### src/rtl/v_dmem_arbiter_pkg.sv
// Shared types and constants for the data-memory arbiter: FSM state encoding,
// access-owner encoding and default bus widths.
package v_dmem_arbiter_pkg;

    localparam int unsigned DEF_AW = 8;
    localparam int unsigned DEF_DW = 32;

    typedef enum logic [1:0] {
        StIdle  = 2'd0,
        StIssue = 2'd1,
        StResp  = 2'd2
    } state_e;

    typedef enum logic {
        OWN_CPU = 1'b0,
        OWN_DBG = 1'b1
    } owner_e;

endpackage

### src/rtl/v_dmem_arbiter_if.sv
// Bus bundle between the two requesters (CPU memory stage, debug/loader), the
// arbiter and the single-port data memory. slave = arbiter side.
interface v_dmem_arbiter_if
    import v_dmem_arbiter_pkg::*;
#(
    parameter int unsigned AW = DEF_AW,
    parameter int unsigned DW = DEF_DW
) ();

    logic          cpu_req;
    logic          cpu_we;
    logic [AW-1:0] cpu_addr;
    logic [DW-1:0] cpu_wdata;
    logic [DW-1:0] cpu_rdata;
    logic          cpu_ack;
    logic          cpu_stall;

    logic          dbg_req;
    logic          dbg_we;
    logic [AW-1:0] dbg_addr;
    logic [DW-1:0] dbg_wdata;
    logic [DW-1:0] dbg_rdata;
    logic          dbg_ack;

    logic          mem_en;
    logic          mem_we;
    logic [AW-1:0] mem_addr;
    logic [DW-1:0] mem_wdata;
    logic [DW-1:0] mem_rdata;

    modport slave (
        input  cpu_req, cpu_we, cpu_addr, cpu_wdata,
        output cpu_rdata, cpu_ack, cpu_stall,
        input  dbg_req, dbg_we, dbg_addr, dbg_wdata,
        output dbg_rdata, dbg_ack,
        output mem_en, mem_we, mem_addr, mem_wdata,
        input  mem_rdata
    );

    modport master (
        output cpu_req, cpu_we, cpu_addr, cpu_wdata,
        input  cpu_rdata, cpu_ack, cpu_stall,
        output dbg_req, dbg_we, dbg_addr, dbg_wdata,
        input  dbg_rdata, dbg_ack,
        input  mem_en, mem_we, mem_addr, mem_wdata,
        output mem_rdata
    );

endinterface

### src/rtl/v_dmem_arb_pick.sv
// Combinational winner select between the CPU and debug requests. On a tie the
// port not granted last wins; the top feeds a constant DBG for fixed CPU priority.
module v_dmem_arb_pick
    import v_dmem_arbiter_pkg::*;
(
    input  logic   cpu_req,
    input  logic   dbg_req,
    input  owner_e last_grant,
    output logic   any_req,
    output owner_e grant
);

    always_comb begin
        any_req = cpu_req | dbg_req;
        grant   = OWN_CPU;
        if (cpu_req && dbg_req) begin
            grant = (last_grant == OWN_CPU) ? OWN_DBG : OWN_CPU;
        end else if (dbg_req) begin
            grant = OWN_DBG;
        end
    end

endmodule

### src/rtl/v_dmem_arbiter.sv
// Two-port arbiter for the single-port data memory: IDLE -> ISSUE -> RESP per access.
// Define DMEM_ARB_RR_EN for round-robin arbitration; default is fixed CPU priority.
module v_dmem_arbiter
    import v_dmem_arbiter_pkg::*;
(
    input logic             clk,
    input logic             rst,
    v_dmem_arbiter_if.slave bus
);

    state_e              state_q, state_d;
    owner_e              owner_q;
    owner_e              grant;
    owner_e              last_grant;
    logic                any_req;
    logic                take;
    logic                we_q;
    logic [DEF_AW-1:0]   addr_q;
    logic [DEF_DW-1:0]   wdata_q;
    logic [DEF_DW-1:0]   cpu_rdata_q;
    logic [DEF_DW-1:0]   dbg_rdata_q;

    v_dmem_arb_pick u_pick (
        .cpu_req    (bus.cpu_req),
        .dbg_req    (bus.dbg_req),
        .last_grant (last_grant),
        .any_req    (any_req),
        .grant      (grant)
    );

    assign take = (state_q == StIdle) && any_req;

`ifdef DMEM_ARB_RR_EN
    owner_e last_grant_q;

    always_ff @(posedge clk or posedge rst) begin
        if (rst) begin
            last_grant_q <= OWN_DBG;
        end else if (take) begin
            last_grant_q <= grant;
        end
    end

    assign last_grant = last_grant_q;
`else
    assign last_grant = OWN_DBG;
`endif

    always_ff @(posedge clk or posedge rst) begin
        if (rst) begin
            state_q <= StIdle;
        end else begin
            state_q <= state_d;
        end
    end

    always_comb begin
        state_d = state_q;
        unique case (state_q)
            StIdle:  if (any_req) state_d = StIssue;
            StIssue: state_d = StResp;
            StResp:  state_d = StIdle;
            default: state_d = StIdle;
        endcase
    end

    // Winner's command is frozen here so the memory sees it stable through ISSUE.
    always_ff @(posedge clk or posedge rst) begin
        if (rst) begin
            owner_q <= OWN_CPU;
            we_q    <= 1'b0;
            addr_q  <= '0;
            wdata_q <= '0;
        end else if (take) begin
            owner_q <= grant;
            if (grant == OWN_CPU) begin
                we_q    <= bus.cpu_we;
                addr_q  <= bus.cpu_addr;
                wdata_q <= bus.cpu_wdata;
            end else begin
                we_q    <= bus.dbg_we;
                addr_q  <= bus.dbg_addr;
                wdata_q <= bus.dbg_wdata;
            end
        end
    end

    always_ff @(posedge clk or posedge rst) begin
        if (rst) begin
            cpu_rdata_q <= '0;
            dbg_rdata_q <= '0;
        end else if ((state_q == StIssue) && !we_q) begin
            if (owner_q == OWN_CPU) begin
                cpu_rdata_q <= bus.mem_rdata;
            end else begin
                dbg_rdata_q <= bus.mem_rdata;
            end
        end
    end

    assign bus.mem_en    = (state_q == StIssue);
    assign bus.mem_we    = (state_q == StIssue) && we_q;
    assign bus.mem_addr  = addr_q;
    assign bus.mem_wdata = wdata_q;

    assign bus.cpu_ack   = (state_q == StResp) && (owner_q == OWN_CPU);
    assign bus.dbg_ack   = (state_q == StResp) && (owner_q == OWN_DBG);
    assign bus.cpu_rdata = cpu_rdata_q;
    assign bus.dbg_rdata = dbg_rdata_q;
    assign bus.cpu_stall = bus.cpu_req && !bus.cpu_ack;

endmodule

### src/flat_wrapper.sv
// flat-port wrapper written by rule: the top's interface ports become plain ports
module v_dmem_arbiter_flat import v_dmem_arbiter_pkg::*;
  (clk, rst, bus_cpu_req, bus_cpu_we, bus_cpu_addr, bus_cpu_wdata, bus_cpu_rdata, bus_cpu_ack, bus_cpu_stall, bus_dbg_req, bus_dbg_we, bus_dbg_addr, bus_dbg_wdata, bus_dbg_rdata, bus_dbg_ack, bus_mem_en, bus_mem_we, bus_mem_addr, bus_mem_wdata, bus_mem_rdata);
  v_dmem_arbiter_if bus_i ();
  input logic clk;
  input logic rst;
  input wire logic [$bits(bus_i.cpu_req)-1:0] bus_cpu_req;
  input wire logic [$bits(bus_i.cpu_we)-1:0] bus_cpu_we;
  input wire logic [$bits(bus_i.cpu_addr)-1:0] bus_cpu_addr;
  input wire logic [$bits(bus_i.cpu_wdata)-1:0] bus_cpu_wdata;
  output wire logic [$bits(bus_i.cpu_rdata)-1:0] bus_cpu_rdata;
  output wire logic [$bits(bus_i.cpu_ack)-1:0] bus_cpu_ack;
  output wire logic [$bits(bus_i.cpu_stall)-1:0] bus_cpu_stall;
  input wire logic [$bits(bus_i.dbg_req)-1:0] bus_dbg_req;
  input wire logic [$bits(bus_i.dbg_we)-1:0] bus_dbg_we;
  input wire logic [$bits(bus_i.dbg_addr)-1:0] bus_dbg_addr;
  input wire logic [$bits(bus_i.dbg_wdata)-1:0] bus_dbg_wdata;
  output wire logic [$bits(bus_i.dbg_rdata)-1:0] bus_dbg_rdata;
  output wire logic [$bits(bus_i.dbg_ack)-1:0] bus_dbg_ack;
  output wire logic [$bits(bus_i.mem_en)-1:0] bus_mem_en;
  output wire logic [$bits(bus_i.mem_we)-1:0] bus_mem_we;
  output wire logic [$bits(bus_i.mem_addr)-1:0] bus_mem_addr;
  output wire logic [$bits(bus_i.mem_wdata)-1:0] bus_mem_wdata;
  input wire logic [$bits(bus_i.mem_rdata)-1:0] bus_mem_rdata;
  assign bus_i.cpu_req = bus_cpu_req;
  assign bus_i.cpu_we = bus_cpu_we;
  assign bus_i.cpu_addr = bus_cpu_addr;
  assign bus_i.cpu_wdata = bus_cpu_wdata;
  assign bus_cpu_rdata = bus_i.cpu_rdata;
  assign bus_cpu_ack = bus_i.cpu_ack;
  assign bus_cpu_stall = bus_i.cpu_stall;
  assign bus_i.dbg_req = bus_dbg_req;
  assign bus_i.dbg_we = bus_dbg_we;
  assign bus_i.dbg_addr = bus_dbg_addr;
  assign bus_i.dbg_wdata = bus_dbg_wdata;
  assign bus_dbg_rdata = bus_i.dbg_rdata;
  assign bus_dbg_ack = bus_i.dbg_ack;
  assign bus_mem_en = bus_i.mem_en;
  assign bus_mem_we = bus_i.mem_we;
  assign bus_mem_addr = bus_i.mem_addr;
  assign bus_mem_wdata = bus_i.mem_wdata;
  assign bus_i.mem_rdata = bus_mem_rdata;
  v_dmem_arbiter u_core (.clk(clk), .rst(rst), .bus(bus_i));
endmodule
### config.mk
export PLATFORM = sky130hd
export DESIGN_NAME = v_dmem_arbiter_flat
export DESIGN_NICKNAME = d
export VERILOG_FILES = /design/src/rtl/v_dmem_arbiter_pkg.sv /design/src/rtl/v_dmem_arbiter_if.sv /design/src/rtl/v_dmem_arb_pick.sv /design/src/rtl/v_dmem_arbiter.sv /design/src/flat_wrapper.sv
export SDC_FILE = /design/constraint.sdc
export NUM_CORES = 1
export LEC_CHECK = 0
export CORE_MARGIN = 3
export CORE_UTILIZATION = 25
export DETAILED_ROUTE_END_ITERATION = 10
export PLACE_DENSITY = 0.61
export SLEW_MARGIN = 10
export SYNTH_ARGS = -nofsm -noshare
export SYNTH_HDL_FRONTEND = slang
export SYNTH_SLANG_ARGS = --single-unit
### constraint.sdc
create_clock -name clk -period 6.61 [get_ports clk]
set_clock_uncertainty 0.15 [all_clocks]
set_input_delay 1.983 -clock clk [delete_from_list [all_inputs] [get_ports clk]]
set_output_delay 1.983 -clock clk [all_outputs]
set_load 0.005 [all_outputs]
# Yosys cells after proc, flatten, opt, wreduce, memory -nomap -nowiden
# Index checks and enable logic that the tools add are counted.
# op_classes
n_eq_ne	3
n_mux	7
n_bitwise	2
reduce_logical	12
# ops
op	count
$mux W32	1
$mux W8	1
$logic_and A1 B1 Y1	7
$pmux W2 S2	1
$reduce_and A2 Y1	2
$mux W1	3
$eq A2 B1 Y1 const B	1
$eq A2 B2 Y1 const B	1
$logic_not A1 Y1	2
$logic_not A2 Y1	1
$mux W2	1
$ne A2 B1 Y1 const B	1
$not A1 Y1	1
$or A1 B1 Y1	1
# totals
ff_bits	108
in_bits	118
output_inout_bits	109

# Longest topological paths before layout
# logic_depth
word_depth	4
mapped_depth	5
depth_no_buf	3

# By module
# Synthesis repeated with hierarchy kept, for this count alone.
# unflattened
hier_cells	284
area_unflattened_um2	4723.3
# by_module_without_submodules
mod	instances	cells_per_inst	area_per_inst_um2
v_dmem_arbiter	1	282	4709.5
v_dmem_arb_pick	1	2	13.8

# Least setup slack after synthesis
# OpenSTA, ideal clock, no wires.
# synth_timing
path_kind	input to output
from	input bus_cpu_req
to	output bus_cpu_stall
arrival_time_ns	2.114
t_required_ns	4.477
path_slack_ns	2.363
path_stages	1
n_path_buf	0
path_cell_list	nor2b_1
# synth_via
elab_chain_cells	1
# synth_lines
element	line	rtl
start, declared	flat_wrapper.sv:7	input wire logic [$bits(bus_i.cpu_req)-1:0] bus_cpu_req;
$logic_and A1 B1 Y1	v_dmem_arbiter.sv:110	assign bus.cpu_stall = bus.cpu_req && !bus.cpu_ack;
end, declared	flat_wrapper.sv:13	output wire logic [$bits(bus_i.cpu_stall)-1:0] bus_cpu_stall;
# Every way passes these cells.

# Worst setup path in the final report
# Ends and elaborated chain as after synthesis.

==> run_summary.xml <==
<?xml version="1.0" encoding="UTF-8"?>
<metrics>
  <group name="outcome">
    <metric name="outcome" unit="">completed</metric>
  </group>
  <group name="grt">
    <metric name="grt_first_pass_wirelength" unit="µm">19040</metric>
    <metric name="number_of_global_route_vias_before_repair" unit="">3412</metric>
    <metric name="overall_global_routing_usage" unit="">0.1189</metric>
    <metric name="initial_antenna_violation_count" unit="">0</metric>
    <metric name="grt_max_degree" unit="">73</metric>
    <metric name="overflow" unit="">0</metric>
  </group>
  <group name="logic_synthesis">
    <metric name="post_synth_net_total" unit="">403</metric>
    <metric name="yosys_most_used_dff" unit="">sky130_fd_sc_hd__dfrtp_1</metric>
    <metric name="synth_area_leader_cell" unit="">sky130_fd_sc_hd__dfrtp_1</metric>
    <metric name="synth_enable_flop_cells" unit="">0</metric>
    <metric name="synth.most_common_cell" unit="">sky130_fd_sc_hd__mux2_2</metric>
    <metric name="synth_top_area_frac" unit="">0.5794</metric>
    <metric name="ys_ff_latch" unit="">108</metric>
    <metric name="yosysWarnings" unit="">0</metric>
    <metric name="synth.top_cells.by_count" unit="">sky130_fd_sc_hd__mux2_2, sky130_fd_sc_hd__dfrtp_1, sky130_fd_sc_hd__mux2_1, sky130_fd_sc_hd__buf_6, sky130_fd_sc_hd__mux2_4</metric>
    <metric name="ys_top_cells_by_area" unit="">sky130_fd_sc_hd__dfrtp_1, sky130_fd_sc_hd__mux2_2, sky130_fd_sc_hd__mux2_4</metric>
    <metric name="synth_sequential_area_ratio" unit="">0.5794</metric>
    <metric name="syn_avg_cell_area" unit="µm²">16.37</metric>
    <metric name="synth_async_sr_flop_share" unit="">1.000</metric>
    <metric name="count_of_unique_library_cells_instantiated_by_yosys" unit="">19</metric>
    <metric name="synth.cell_area" unit="µm²">4664</metric>
    <metric name="syn-instance-count" unit="">285</metric>
  </group>
  <group name="placed_design">
    <metric name="portBuffers" unit="">226</metric>
    <metric name="postPlaceCellArea" unit="µm²">7069</metric>
    <metric name="hpwlAfterDp" unit="µm">9077</metric>
    <metric name="numPlacedInstances" unit="">725</metric>
    <metric name="gp_congestion" unit="">0.7103</metric>
  </group>
  <group name="clocking">
    <metric name="post_cts_resize_count" unit="">0</metric>
    <metric name="ctsHtreeMaxLevel" unit="">3</metric>
    <metric name="cts_buffers" unit="">9</metric>
    <metric name="cts.repair_timing.setup_buffer_count" unit="">0</metric>
    <metric name="cts.path.max_buffers" unit="">2</metric>
    <metric name="cts_hold_buffers" unit="">0</metric>
    <metric name="cts_tree" unit="">built</metric>
    <metric name="worstSkewPairLatency" unit="ns">0.34</metric>
    <metric name="root_buffer" unit="">sky130_fd_sc_hd__clkbuf_16</metric>
    <metric name="clock_sink_count" unit="">108</metric>
    <metric name="clk_pin_slew_worst_paths" unit="ns">0.07</metric>
  </group>
  <group name="pwr">
    <metric name="vdd_drop_max" unit="V">0.0001613</metric>
    <metric name="power_per_cell_area" unit="nW/µm²">432.3</metric>
    <metric name="power.leakage" unit="µW">0.002980</metric>
    <metric name="fin_total_pwr" unit="µW">3190</metric>
  </group>
  <group name="routing">
    <metric name="vias" unit="">3125</metric>
    <metric name="post_drt_wl_per_cell" unit="µm">16.44</metric>
    <metric name="viasPerCell" unit="">4.217</metric>
    <metric name="dr_wl_met3" unit="µm">667</metric>
    <metric name="finalWirelength" unit="µm">12180</metric>
    <metric name="dr.first_iter.drc_count" unit="">69</metric>
    <metric name="antenna_left" unit="">0</metric>
    <metric name="drt-pass1-iter-count" unit="">4</metric>
    <metric name="drt-met1-wl" unit="µm">4755</metric>
    <metric name="detail_route.drc_violations" unit="">0</metric>
    <metric name="routed.top_layer" unit="">met4</metric>
    <metric name="wl_met2" unit="µm">6577</metric>
  </group>
  <group name="cells_and_area">
    <metric name="multi_input_logic_area" unit="µm²">1797</metric>
    <metric name="synthToLayoutAreaGrowth" unit="%">58.21</metric>
    <metric name="num_antenna_cells" unit="">0</metric>
    <metric name="nets" unit="">625</metric>
    <metric name="layout.area.seq" unit="µm²">2703</metric>
    <metric name="fill_cells" unit="">1661</metric>
    <metric name="drive_above_1_share" unit="">0.3086</metric>
    <metric name="postLayoutCellArea" unit="µm²">7380</metric>
    <metric name="non_filler_cells_final" unit="">741</metric>
  </group>
  <group name="timing">
    <metric name="setup_viol" unit="">0</metric>
    <metric name="max_clock_freq" unit="MHz">188.9</metric>
    <metric name="slew_viol_final" unit="">0</metric>
    <metric name="layout_min_cycle_time" unit="ns">5.294</metric>
    <metric name="relSlewSlack" unit="">0.3454</metric>
    <metric name="grt_setup_unrepaired" unit="">false</metric>
    <metric name="setup_total_negative_slack" unit="ns">0</metric>
    <metric name="whs" unit="ns">0.3356</metric>
    <metric name="transition_time_of_the_tightest_slew_check_pin" unit="ns">0.9819</metric>
    <metric name="final.period_utilization" unit="">0.8009</metric>
    <metric name="finalHoldViolCount" unit="">0</metric>
  </group>
  <group name="die">
    <metric name="core.rowCount" unit="">49</metric>
    <metric name="start_util" unit="">0.2570</metric>
    <metric name="die_h" unit="µm">142.6</metric>
    <metric name="design.die.area" unit="µm²">20330</metric>
    <metric name="floorplan.io_pins" unit="">227</metric>
    <metric name="design.core.area" unit="µm²">18150</metric>
    <metric name="die_width" unit="µm">142.6</metric>
  </group>
  <group name="setup_path">
    <metric name="worstPathArrival" unit="ns">3.16</metric>
    <metric name="r2r_setup_slack" unit="ns">4.40</metric>
    <metric name="timing.rr.start" unit="">u_core.state_q[1]</metric>
    <metric name="r2r-end" unit="">u_core.bus.mem_addr[4]</metric>
    <metric name="path_max_fanout" unit="">4</metric>
    <metric name="worstRegToRegCells" unit="">3</metric>
    <metric name="cp-end-kind" unit="">output port</metric>
    <metric name="timing.setup.critical_path_class" unit="">input port to output port</metric>
    <metric name="cp_data_required_time" unit="ns">4.48</metric>
    <metric name="setup.worst_path.start_class" unit="">input port</metric>
  </group>
  <group name="hold_path">
    <metric name="min-delay-start" unit="">u_core.bus.dbg_rdata[24]</metric>
    <metric name="hold_path_depth" unit="">1</metric>
    <metric name="min_delay_worst_endpoint" unit="">u_core.bus.dbg_rdata[24]</metric>
    <metric name="min-delay-path-class" unit="">register to register</metric>
  </group>
  <group name="job">
    <metric name="max_cap_viol_count" unit="">0</metric>
  </group>
</metrics>
critical path: stages:
cell and delay, ns:
sky130_fd_sc_hd__clkdlybuf4s50_1 0.51, sky130_fd_sc_hd__nor2b_1 0.14, sky130_fd_sc_hd__clkdlybuf4s50_1 0.52
logic make-up (layout without fill, tap and decap cells):
logic type             after synthesis  in the layout  synth area share
buffers and inverters               18            245           0.03594
muxes                              146            146            0.3605
and+or+nand+nor                     10             10           0.02039
AOI/OAI and AO/OA                    3              3          0.003756
DFF                                108            108            0.5794
layout make-up:
type / instances / area share
Clock inverter: 6 / 0.009664
Sequential cell: 108 / 0.3662
Tap cell: 229 / 0.03883
Multi-Input combinational cell: 159 / 0.2435
Clock buffer: 10 / 0.03238
Inverter: 1 / 0.0008477
Timing Repair Buffer: 228 / 0.3086
worst max path at each step:
stage,startpoint,end,slack (ns),cells past startpoint
after floorplan,rst,u_core.bus.cpu_rdata[0],1.63,1
after detailed placement,bus_cpu_req,bus_cpu_stall,1.31,3
final,bus_cpu_req,bus_cpu_stall,1.32,3
after global placement,bus_cpu_req,bus_cpu_stall,1.31,3
after CTS,bus_cpu_req,bus_cpu_stall,1.31,3
after global routing,bus_cpu_req,bus_cpu_stall,1.29,3
metal layers:
layer	vias up	track usage
met5	-	0
met4	0	0.04202
met3	10	0.02923
met2	99	0.2161
met1	1562	0.1351
li1	1454	-
layout by cell type, fill, tap and decap left out, types with 2 or more instances in the layout:
| cell | instances |
|---|---|
| sky130_fd_sc_hd__a21oi_1 | 2 |
| sky130_fd_sc_hd__and3b_2 | 2 |
| sky130_fd_sc_hd__buf_4 | 2 |
| sky130_fd_sc_hd__clkbuf_16 | 9 |
| sky130_fd_sc_hd__clkdlybuf4s50_1 | 226 |
| sky130_fd_sc_hd__dfrtp_1 | 108 |
| sky130_fd_sc_hd__mux2_1 | 13 |
| sky130_fd_sc_hd__mux2_2 | 123 |
| sky130_fd_sc_hd__mux2_4 | 10 |
| sky130_fd_sc_hd__nor2b_1 | 2 |
stage by stage:
| stage | util | worst slack (ns) |
|---|---|---|
| global placement | 0.3895 | 1.308 |
| finish | 0.4066 | 1.316 |
| global route | 0.4066 | 1.289 |
| floorplan | - | 1.631 |
| CTS | 0.4066 | 1.310 |
| detailed placement | 0.3895 | 1.314 |
sequential cells by signal (all words and copies together), names as in the netlist:
name,flops
u_core.state_q,2
u_core.bus.mem_wdata,32
u_core.we_q,1
u_core.bus.cpu_rdata,32
u_core.bus.dbg_rdata,32
u_core.bus.mem_addr,8
u_core.owner_q,1
report_power, final:
part / total [µW] / switching [µW] / internal, µW
clock network: 555 / 246 / 308
logic: 1450 / 439 / 1010
registers: 1190 / 184 / 1000
total: 3190 / 870 / 2320
(Power assumes the default switching activity.)
